## src/rtl/block_sync_ctrl_pkg.sv

```systemverilog
// ----------------------------------------------------------------------------
// block_sync_ctrl_pkg
// Shared definitions for the 64b/67b block synchroniser:
//   - sync_state_e      : FSM state encoding (also driven on the debug port)
//   - SH_DATA / SH_CTRL : the two legal 2-bit sync header values
//   - DEF_*             : default lock/monitor window parameters
//   - is_valid_header() : legal-header test used by the FSM
// ----------------------------------------------------------------------------
package block_sync_ctrl_pkg;

  typedef enum logic [1:0] {
    ST_HUNT      = 2'd0,
    ST_SLIP      = 2'd1,
    ST_SLIP_WAIT = 2'd2,
    ST_LOCKED    = 2'd3
  } sync_state_e;

  localparam logic [1:0] SH_DATA = 2'b01;
  localparam logic [1:0] SH_CTRL = 2'b10;

  localparam int DEF_SH_CNT_MAX         = 64;
  localparam int DEF_SH_INVALID_CNT_MAX = 16;
  localparam int DEF_SLIP_WAIT_CYCLES   = 32;

  function automatic logic is_valid_header(input logic [1:0] hdr);
    return (hdr == SH_DATA) || (hdr == SH_CTRL);
  endfunction

endpackage

```

## src/rtl/block_sync_ctrl.sv

```systemverilog
// ----------------------------------------------------------------------------
// block_sync_ctrl
// Word-boundary (block) lock for a 64b/67b receive lane. Hunts for a run of
// SH_CNT_MAX legal sync headers, slips the gearbox one bit on any illegal
// header while hunting, and once locked drops lock when SH_INVALID_CNT_MAX
// illegal headers fall inside one SH_CNT_MAX-header window.
//
// Ports
//   USER_CLK          in   clock, all logic on the rising edge
//   SYSTEM_RESET      in   synchronous active-high reset
//   ENABLE            in   lane enable, low holds the block in HUNT
//   HEADER_IN[1:0]    in   sync header of the current word
//   HEADER_VALID      in   HEADER_IN qualifier
//   BITSLIP           out  one-cycle slip request to the gearbox (registered)
//   BLOCK_LOCK        out  word boundary locked (registered)
//   DESCR_DATA_VALID  out  HEADER_VALID & BLOCK_LOCK, combinational
//   SLIP_COUNT[7:0]   out  saturating number of slips since reset
//   state_dbg         out  current FSM state, for debug/checkers
//
// Header interface: the gearbox presents a header by raising HEADER_VALID for
// one cycle; there is no backpressure, so every qualified header is consumed
// on the rising edge at which it is sampled (or deliberately ignored while a
// slip is settling).
// ----------------------------------------------------------------------------
module block_sync_ctrl
  import block_sync_ctrl_pkg::*;
#(
  parameter int SH_CNT_MAX         = DEF_SH_CNT_MAX,
  parameter int SH_INVALID_CNT_MAX = DEF_SH_INVALID_CNT_MAX,
  parameter int SLIP_WAIT_CYCLES   = DEF_SLIP_WAIT_CYCLES
) (
  input  logic        USER_CLK,
  input  logic        SYSTEM_RESET,
  input  logic        ENABLE,
  input  logic [1:0]  HEADER_IN,
  input  logic        HEADER_VALID,
  output logic        BITSLIP,
  output logic        BLOCK_LOCK,
  output logic        DESCR_DATA_VALID,
  output logic [7:0]  SLIP_COUNT,
  output sync_state_e state_dbg
);

  localparam int SH_W   = $clog2(SH_CNT_MAX) + 1;
  localparam int INV_W  = $clog2(SH_INVALID_CNT_MAX) + 1;
  localparam int WAIT_W = $clog2(SLIP_WAIT_CYCLES) + 1;

  sync_state_e       state_q, state_d;
  logic [SH_W-1:0]   sh_cnt_q, sh_cnt_d;
  logic [INV_W-1:0]  inv_cnt_q, inv_cnt_d;
  logic [WAIT_W-1:0] wait_cnt_q, wait_cnt_d;
  logic              bitslip_q, bitslip_d;
  logic              block_lock_q, block_lock_d;
  logic [7:0]        slip_count_q, slip_count_d;

  logic              hdr_ok;
  logic [SH_W-1:0]   sh_inc;
  logic [INV_W-1:0]  inv_inc;
  logic [7:0]        slip_sat;

  always_comb begin
    hdr_ok   = is_valid_header(HEADER_IN);
    sh_inc   = sh_cnt_q + SH_W'(1);
    inv_inc  = inv_cnt_q + INV_W'(1);
    slip_sat = (slip_count_q == 8'hFF) ? slip_count_q : slip_count_q + 8'd1;

    state_d      = state_q;
    sh_cnt_d     = sh_cnt_q;
    inv_cnt_d    = inv_cnt_q;
    wait_cnt_d   = wait_cnt_q;
    bitslip_d    = 1'b0;
    block_lock_d = block_lock_q;
    slip_count_d = slip_count_q;

    if (!ENABLE) begin
      state_d      = ST_HUNT;
      sh_cnt_d     = '0;
      inv_cnt_d    = '0;
      wait_cnt_d   = '0;
      block_lock_d = 1'b0;
    end else begin
      case (state_q)
        ST_HUNT: begin
          block_lock_d = 1'b0;
          if (HEADER_VALID) begin
            if (hdr_ok) begin
              if (sh_inc == SH_W'(SH_CNT_MAX)) begin
                state_d      = ST_LOCKED;
                sh_cnt_d     = '0;
                inv_cnt_d    = '0;
                block_lock_d = 1'b1;
              end else begin
                sh_cnt_d = sh_inc;
              end
            end else begin
              // The slip pulse and its count are registered on entry to SLIP,
              // so a slip is counted as soon as it is visible to the gearbox.
              state_d      = ST_SLIP;
              sh_cnt_d     = '0;
              inv_cnt_d    = '0;
              bitslip_d    = 1'b1;
              slip_count_d = slip_sat;
            end
          end
        end

        ST_SLIP: begin
          state_d    = ST_SLIP_WAIT;
          wait_cnt_d = WAIT_W'(SLIP_WAIT_CYCLES);
        end

        ST_SLIP_WAIT: begin
          // Headers are ignored while the gearbox settles.
          if (wait_cnt_q <= WAIT_W'(1)) begin
            state_d    = ST_HUNT;
            sh_cnt_d   = '0;
            inv_cnt_d  = '0;
            wait_cnt_d = '0;
          end else begin
            wait_cnt_d = wait_cnt_q - WAIT_W'(1);
          end
        end

        ST_LOCKED: begin
          if (HEADER_VALID) begin
            // Loss of lock is tested first so it wins over the window end.
            if (!hdr_ok && (inv_inc == INV_W'(SH_INVALID_CNT_MAX))) begin
              state_d      = ST_SLIP;
              sh_cnt_d     = '0;
              inv_cnt_d    = '0;
              bitslip_d    = 1'b1;
              block_lock_d = 1'b0;
              slip_count_d = slip_sat;
            end else if (sh_inc == SH_W'(SH_CNT_MAX)) begin
              sh_cnt_d  = '0;
              inv_cnt_d = '0;
            end else begin
              sh_cnt_d = sh_inc;
              if (!hdr_ok) inv_cnt_d = inv_inc;
            end
          end
        end

        default: begin
          state_d      = ST_HUNT;
          sh_cnt_d     = '0;
          inv_cnt_d    = '0;
          wait_cnt_d   = '0;
          block_lock_d = 1'b0;
        end
      endcase
    end
  end

  always_ff @(posedge USER_CLK) begin
    if (SYSTEM_RESET) begin
      state_q      <= ST_HUNT;
      sh_cnt_q     <= '0;
      inv_cnt_q    <= '0;
      wait_cnt_q   <= '0;
      bitslip_q    <= 1'b0;
      block_lock_q <= 1'b0;
      slip_count_q <= 8'd0;
    end else begin
      state_q      <= state_d;
      sh_cnt_q     <= sh_cnt_d;
      inv_cnt_q    <= inv_cnt_d;
      wait_cnt_q   <= wait_cnt_d;
      bitslip_q    <= bitslip_d;
      block_lock_q <= block_lock_d;
      slip_count_q <= slip_count_d;
    end
  end

  assign BITSLIP          = bitslip_q;
  assign BLOCK_LOCK       = block_lock_q;
  assign SLIP_COUNT       = slip_count_q;
  assign DESCR_DATA_VALID = HEADER_VALID & block_lock_q;
  assign state_dbg        = state_q;

endmodule

```

## config.mk

```make
export PLATFORM = sky130hd
export DESIGN_NAME = block_sync_ctrl
export DESIGN_NICKNAME = d
export VERILOG_FILES = /design/src/rtl/block_sync_ctrl_pkg.sv /design/src/rtl/block_sync_ctrl.sv
export SDC_FILE = /design/constraint.sdc
export NUM_CORES = 1
export LEC_CHECK = 0
export CORE_MARGIN = 4
export CORE_UTILIZATION = 40
export CTS_CLUSTER_DIAMETER = 200
export DETAILED_ROUTE_END_ITERATION = 10
export PLACE_DENSITY = 0.59
export SLEW_MARGIN = 30
export SYNTH_ARGS = -nofsm -noshare
export SYNTH_HDL_FRONTEND = slang
export SYNTH_SLANG_ARGS = --single-unit
```

## constraint.sdc

```tcl
create_clock -name USER_CLK -period 3.77 [get_ports USER_CLK]
set_input_delay 1.131 -clock USER_CLK [delete_from_list [all_inputs] [get_ports USER_CLK]]
set_output_delay 1.131 -clock USER_CLK [all_outputs]
set_load 0.005 [all_outputs]
```

==> results of run 1 <==
==> through the flow <==
stage / setup WS (ns) / instance area, um^2 / power [W]
after detailed placement: 0.347 / 2070 / 0.000433
after global placement: 0.331 / 2070 / 0.000433
after global routing: 0.300 / 2190 / 0.000794
after CTS: 0.329 / 2190 / 0.000770
after floorplan: 1.25 / 1840 / 0.000398
final: 0.322 / 2190 / 0.000759
==> power by group through the flow <==
stage                      logic, W  clock network (W)  registers, W
after floorplan           0.0000625                  0      0.000335
after global placement    0.0000971                  0      0.000336
after detailed placement  0.0000965                  0      0.000336
after CTS                 0.0000975           0.000344      0.000329
after global routing       0.000109           0.000355      0.000330
final                     0.0000979           0.000332      0.000329
==> synthesized netlist by cell type (2+ instances only) <==
library cell and count:
a211oi_1 3, a21oi_1 14, a21oi_2 2, a221o_1 2, a31oi_1 3, and2_1 6
and3_1 4, buf_2 3, clkbuf_1 5, dfxtp_1 30, ha_1 10, inv_1 8
mux2_2 3, mux2i_1 3, nand2_1 22, nand2b_1 2, nand3_1 14, nand4_1 4
nand4b_1 3, nor2_1 17, nor2b_1 4, nor3_1 4, nor4_1 2, o211ai_1 2
o21ai_0 8, o31ai_1 5, o41ai_1 4, or4_1 4, xnor2_1 5, xor2_1 3
==> cells by family after synthesis <==
kind of cell / synth area share
multiplexers: 0.0470
adder cells (fa/ha/maj): 0.0682
XOR/XNOR: 0.0382
AND/OR/NAND/NOR: 0.282
flip-flops: 0.327
AO/OA/AOI/OAI: 0.197
buffers and inverters: 0.0409
==> critical path, stage by stage <==
cell             delay [ns]
clkdlybuf4s50_1        0.54
and2_1                 0.15
clkdlybuf4s50_1        0.50
==> layout make-up <==
cell class	count	share of cell area
Clock buffer	6	0.0378
Tap cell	52	0.0298
Clock inverter	1	0.0137
Sequential cell	30	0.275
Multi-Input combinational cell	173	0.531
Timing Repair Buffer	23	0.0996
Inverter	8	0.0137
==> sequential cells by signal, summed over array words and instances (netlist names) <==
| name | count |
|---|---|
| SLIP_COUNT | 8 |
| sh_cnt_q | 7 |
| wait_cnt_q | 6 |
| inv_cnt_q | 5 |
| state_dbg | 2 |
| BITSLIP | 1 |
| BLOCK_LOCK | 1 |
==> final timing paths <==
| check | to | slack (ns) | depth (start not counted) |
|---|---|---|---|
| hold reg to reg | wait_cnt_q[5]$_SDFFE_PP0P_ | 0.49 | 2 |
| setup / recovery | DESCR_DATA_VALID | 0.32 | 3 |
| hold / removal | wait_cnt_q[5]$_SDFFE_PP0P_ | 0.49 | 2 |
| setup reg to reg | SLIP_COUNT[5]$_SDFFE_PP0P_ | 1.49 | 6 |
==> routing by layer <==
metal  vias to the layer above  share of wire  wire [um]
li1                        854              -          -
met1                       779           0.51       2080
met2                        27           0.42       1690
met3                         8          0.045        180
met4                         0          0.022         87
met5                         -              0          0
==> run metrics, run 1 <==
latest clock arrival within the worst-skew pair=0.28 ns; switching power=0.000183 W; largest net degree at the start of global routing=19; P&R area growth vs syn=19.1%; Num CTS Buffers=5; Pins Over Slew Limit=0; syn_area_per_cell=8.34 um^2; Die H=75.7 um; I/O Buffers=18; synthesized cell area=1840 um^2; H-tree depth=2; final hold vios=0; gr ovfl total=0; I/O pin cnt=19; Post-CTS Resized=0; Worst Setup SP=HEADER_VALID; effective utilization at floorplan=0.419; clock tree buffer depth=2; Root Buffer=clkbuf_8; post-route ant nets=0; Gate Count Post-Synth=220; fin cells=293; Yosys top cell by area=dfxtp_1; Setup TNS=0 ns; Seq/Total Area, Yosys=0.327; Max IR drop VDD=0.199 mV; Residual DRC=0; Die ar.=5740 um^2; Antenna Cells=0; WL final=4.04 mm; min-delay worst type=flip-flop to flip-flop; Yosys reg bits=30; clk sinks=30; fin crit period=3.45 ns; outcome=finished, final reports clean; Synth cell types=51; first-pass GRT wire length=6.74 mm; TritonCTS clock tree=built; via count of the first global-routing pass=1476; total area of sequential cells=601 um^2; commonest non-fill, non-tap cell in the layout=dfxtp_1; Crit path required time=2.64 ns; maxcap violations=0; Setup crit start kind=input pin; Async S/R FF share, synth=0; DR WL/cell=13.8 um; commonest cells after routing, fill and taps aside=30 x dfxtp_1, 22 x nand2_1, 18 x clkdlybuf4s50_1; final core utilization=0.499; GRT met1 Usage=0.211; post-DP HPWL=2.85 mm; leakage power=0.765 nW; gr usage total=0.154; final hold slack=0.488 ns; core area=4380 um^2; R2R Path Start=state_dbg[0]$_SDFFE_PP0P_; via count=1668; area of the multi-input gates=1160 um^2; Arr. time, crit path=2.32 ns; clock skew=0.00616 ns; Synthesis Warnings=0; CTS clk-pin slew, worst paths=0.06 ns; Final Cycle Share=0.915; grt peak-use layer=met2; Post-Syn Nets=236; final net count=257; Synth area leaders=dfxtp_1 33%, ha_1 6.8%, nand2_1 4.5%; Final setup violation count=0; Fmax=290 MHz; Seq pwr share=0.434; combinational power share=0.129; EDFF count, synth=0; initial antenna violation count=0; drt first pass iters=4; Worst setup EP type=output pin; GRT met2 Usage=0.228; Setup Buffers After CTS=0; share of cells above drive strength 1=0.0996; Worst slew margin=0.420; CP Max Fanout=2; hold path start=wait_cnt_q[5]$_SDFFE_PP0P_; gpl congestion=0.795; drt initial violations=124; RSZ-0062 raised after global routing=false; internal power=0.000576 W; GR Layer Usage met3=0.0369; vias per cell=5.69; clock network power share=0.437; Slew @ Worst Pin=0.869 ns; top cell type's share of synthesized area=0.327; Filler cells=428; Die W=75.7 um; num rows=24; Power Dens Cells=347 nW/um^2; critical setup path kind=input pin to output pin; predominant post-synthesis flop cell=dfxtp_1; post-placement cell count=286; sw frac=0.241; CTS Hold Buffers Added=0
Note: power is estimated with default switching activity, not from simulation.
==> run 2: changes to the inputs <==
--- a/constraint.sdc
+++ b/constraint.sdc
@@ -3,2 +3,2 @@
 set_output_delay 1.131 -clock USER_CLK [all_outputs]
-set_load 0.005 [all_outputs]
+set_load 0.1 [all_outputs]
==> run 2 against run 1 <==
Against the previous run: core utilization down 0.46 points; flip-flop and latch count unchanged; non-clock buffer count did not move; largest cell class unchanged; clock power barely moved.
==> run metrics, run 2 (same netlist as run 1, synthesis figures left out) <==
outcome=finished, final reports clean; Die H=75.7 um (unchanged); H-tree depth=2 (unchanged); RSZ-0062 raised after global routing=false; initial antenna violation count=0 (unchanged); hold path start=sh_cnt_q[1]$_SDFFE_PP0P_; largest net degree at the start of global routing=19 (unchanged); Post-CTS Resized=0 (unchanged); effective utilization at floorplan=0.419 (unchanged); num rows=24 (unchanged); core area=4380 um^2 (unchanged); Arr. time, crit path=2.10 ns (-0.22 ns); CP Max Fanout=5 (+3); Final setup violation count=0 (unchanged); total area of sequential cells=601 um^2 (unchanged); Power Dens Cells=357 nW/um^2 (+2.9%); Crit path required time=2.64 ns (about the same); Worst slew margin=0.409 (-0.0115); Die ar.=5740 um^2 (unchanged); TritonCTS clock tree=built; final net count=257 (unchanged); Final Power=0.000774 W (+2.0%); clk sinks=30 (unchanged); Residual DRC=0 (unchanged); drt first pass iters=4 (unchanged); post-placement cell count=286 (unchanged); gr ovfl total=0 (unchanged); fin crit period=3.23 ns (-0.218 ns); Slew @ Worst Pin=0.886 ns (+0.0172 ns); Setup TNS=0 ns (unchanged); R2R depth=6 (unchanged); post-route ant nets=0 (unchanged); final hold slack=0.493 ns (+0.00580 ns); fin cells=293 (unchanged); I/O Buffers=18 (unchanged); r2r setup slk=1.46 ns (-0.03 ns); first-pass GRT wire length=6.85 mm (+1.6%); commonest non-fill, non-tap cell in the layout=dfxtp_1; clock skew=0.00425 ns (-0.00191 ns); final core utilization=0.494 (-0.00457); WHS Path Cells=2 (unchanged); latest clock arrival within the worst-skew pair=0.28 ns (about the same); area of the multi-input gates=1160 um^2 (unchanged); min-delay worst type=flip-flop to flip-flop; reg-to-reg endpoint=SLIP_COUNT[5]$_SDFFE_PP0P_; Fmax=310 MHz (+6.8%); Setup crit start kind=input pin; Setup Buffers After CTS=0 (unchanged); Num CTS Buffers=5 (unchanged); leakage power=0.794 nW (+3.8%); Worst setup EP type=output pin; Max IR drop VDD=0.233 mV (+17%); final hold vios=0 (unchanged); gpl congestion=0.747 (-6.0%); maxcap violations=0 (unchanged); I/O pin cnt=19 (unchanged); post-DP HPWL=2.96 mm (+3.9%); DR WL/cell=14.1 um (+2.2%); share of cells above drive strength 1=0.154 (+0.0539); Antenna Cells=0 (unchanged); P&R area growth vs syn=18.0%; via count of the first global-routing pass=1456 (-1.4%); max reg flops=8 (unchanged); Root Buffer=clkbuf_8; WL final=4.13 mm (+2.2%); via count=1646 (-1.3%); Final Cycle Share=0.857 (-0.0578); clock tree buffer depth=2 (unchanged); gr usage total=0.155 (+0.000271); CTS clk-pin slew, worst paths=0.06 ns (about the same); drt initial violations=49 (-60%); vias per cell=5.62 (-1.3%); Worst Hold Path EP=sh_cnt_q[1]$_SDFFE_PP0P_; commonest cells after routing, fill and taps aside=30 x dfxtp_1, 22 x nand2_1, 17 x nor2_1, 17 x buf_4; Filler cells=421 (-1.6%); Die W=75.7 um (unchanged); R2R Path Start=state_dbg[0]$_SDFFE_PP0P_; Pins Over Slew Limit=0 (unchanged); critical setup path kind=input pin to output pin; CTS Hold Buffers Added=0 (unchanged)
==> run 2: critical path, stage by stage <==
cell	delay [ns]
clkdlybuf4s50_1	0.57
and2_1	0.21
buf_12	0.18
==> run 2: worst max path at each step <==
stage / start / end / slack (ns) / cells past startpoint
6_report: HEADER_VALID / DESCR_DATA_VALID / 0.54 / 3
5_1_grt: HEADER_VALID / DESCR_DATA_VALID / 0.52 / 3
4_1_cts: HEADER_VALID / DESCR_DATA_VALID / 0.54 / 3
3_5_place_dp: HEADER_IN[1] / SLIP_COUNT[5]$_SDFFE_PP0P_ / 0.45 / 6
3_3_place_gp: HEADER_VALID / DESCR_DATA_VALID / 0.53 / 3
2_1_floorplan: HEADER_VALID / DESCR_DATA_VALID / 0.77 / 1
==> run 2: report_power, final <==
part | switching (W) | total, W | internal (W)
clock network | 0.000119 | 0.000330 | 0.000211
registers | 0.00000655 | 0.000329 | 0.000323
logic | 0.0000735 | 0.000115 | 0.0000410
==> run 2: layout make-up <==
type / instances / share of cell area
clock inverters: 1 / 0.0139
clock buffers: 6 / 0.0381
inverters: 8 / 0.0139
multi-input cells: 173 / 0.536
repair buffers: 23 / 0.0913
flip-flops and latches: 30 / 0.277
well taps: 52 / 0.0300
==> run 2: stage by stage <==
stage	area, um^2	setup WS (ns)
final	2170	0.540
after detailed placement	2050	0.448
after CTS	2170	0.542
after global placement	2050	0.530
after global routing	2170	0.516
after floorplan	1840	0.771
==> run 2: per-layer routing <==
layer  GRT usage  vias to the layer above  routed length, um
met5           0                        -                  0
met4      0.0466                        0                 38
met3      0.0396                        4                192
met2       0.228                       27               1720
met1       0.220                      757               2170
li1            -                      858                  -
==> run 3: changes to the inputs <==
CAP_MARGIN = 20   (was not set)
==> results of run 3 <==
The final DEF is identical to that of run 2; final timing and power are the same.
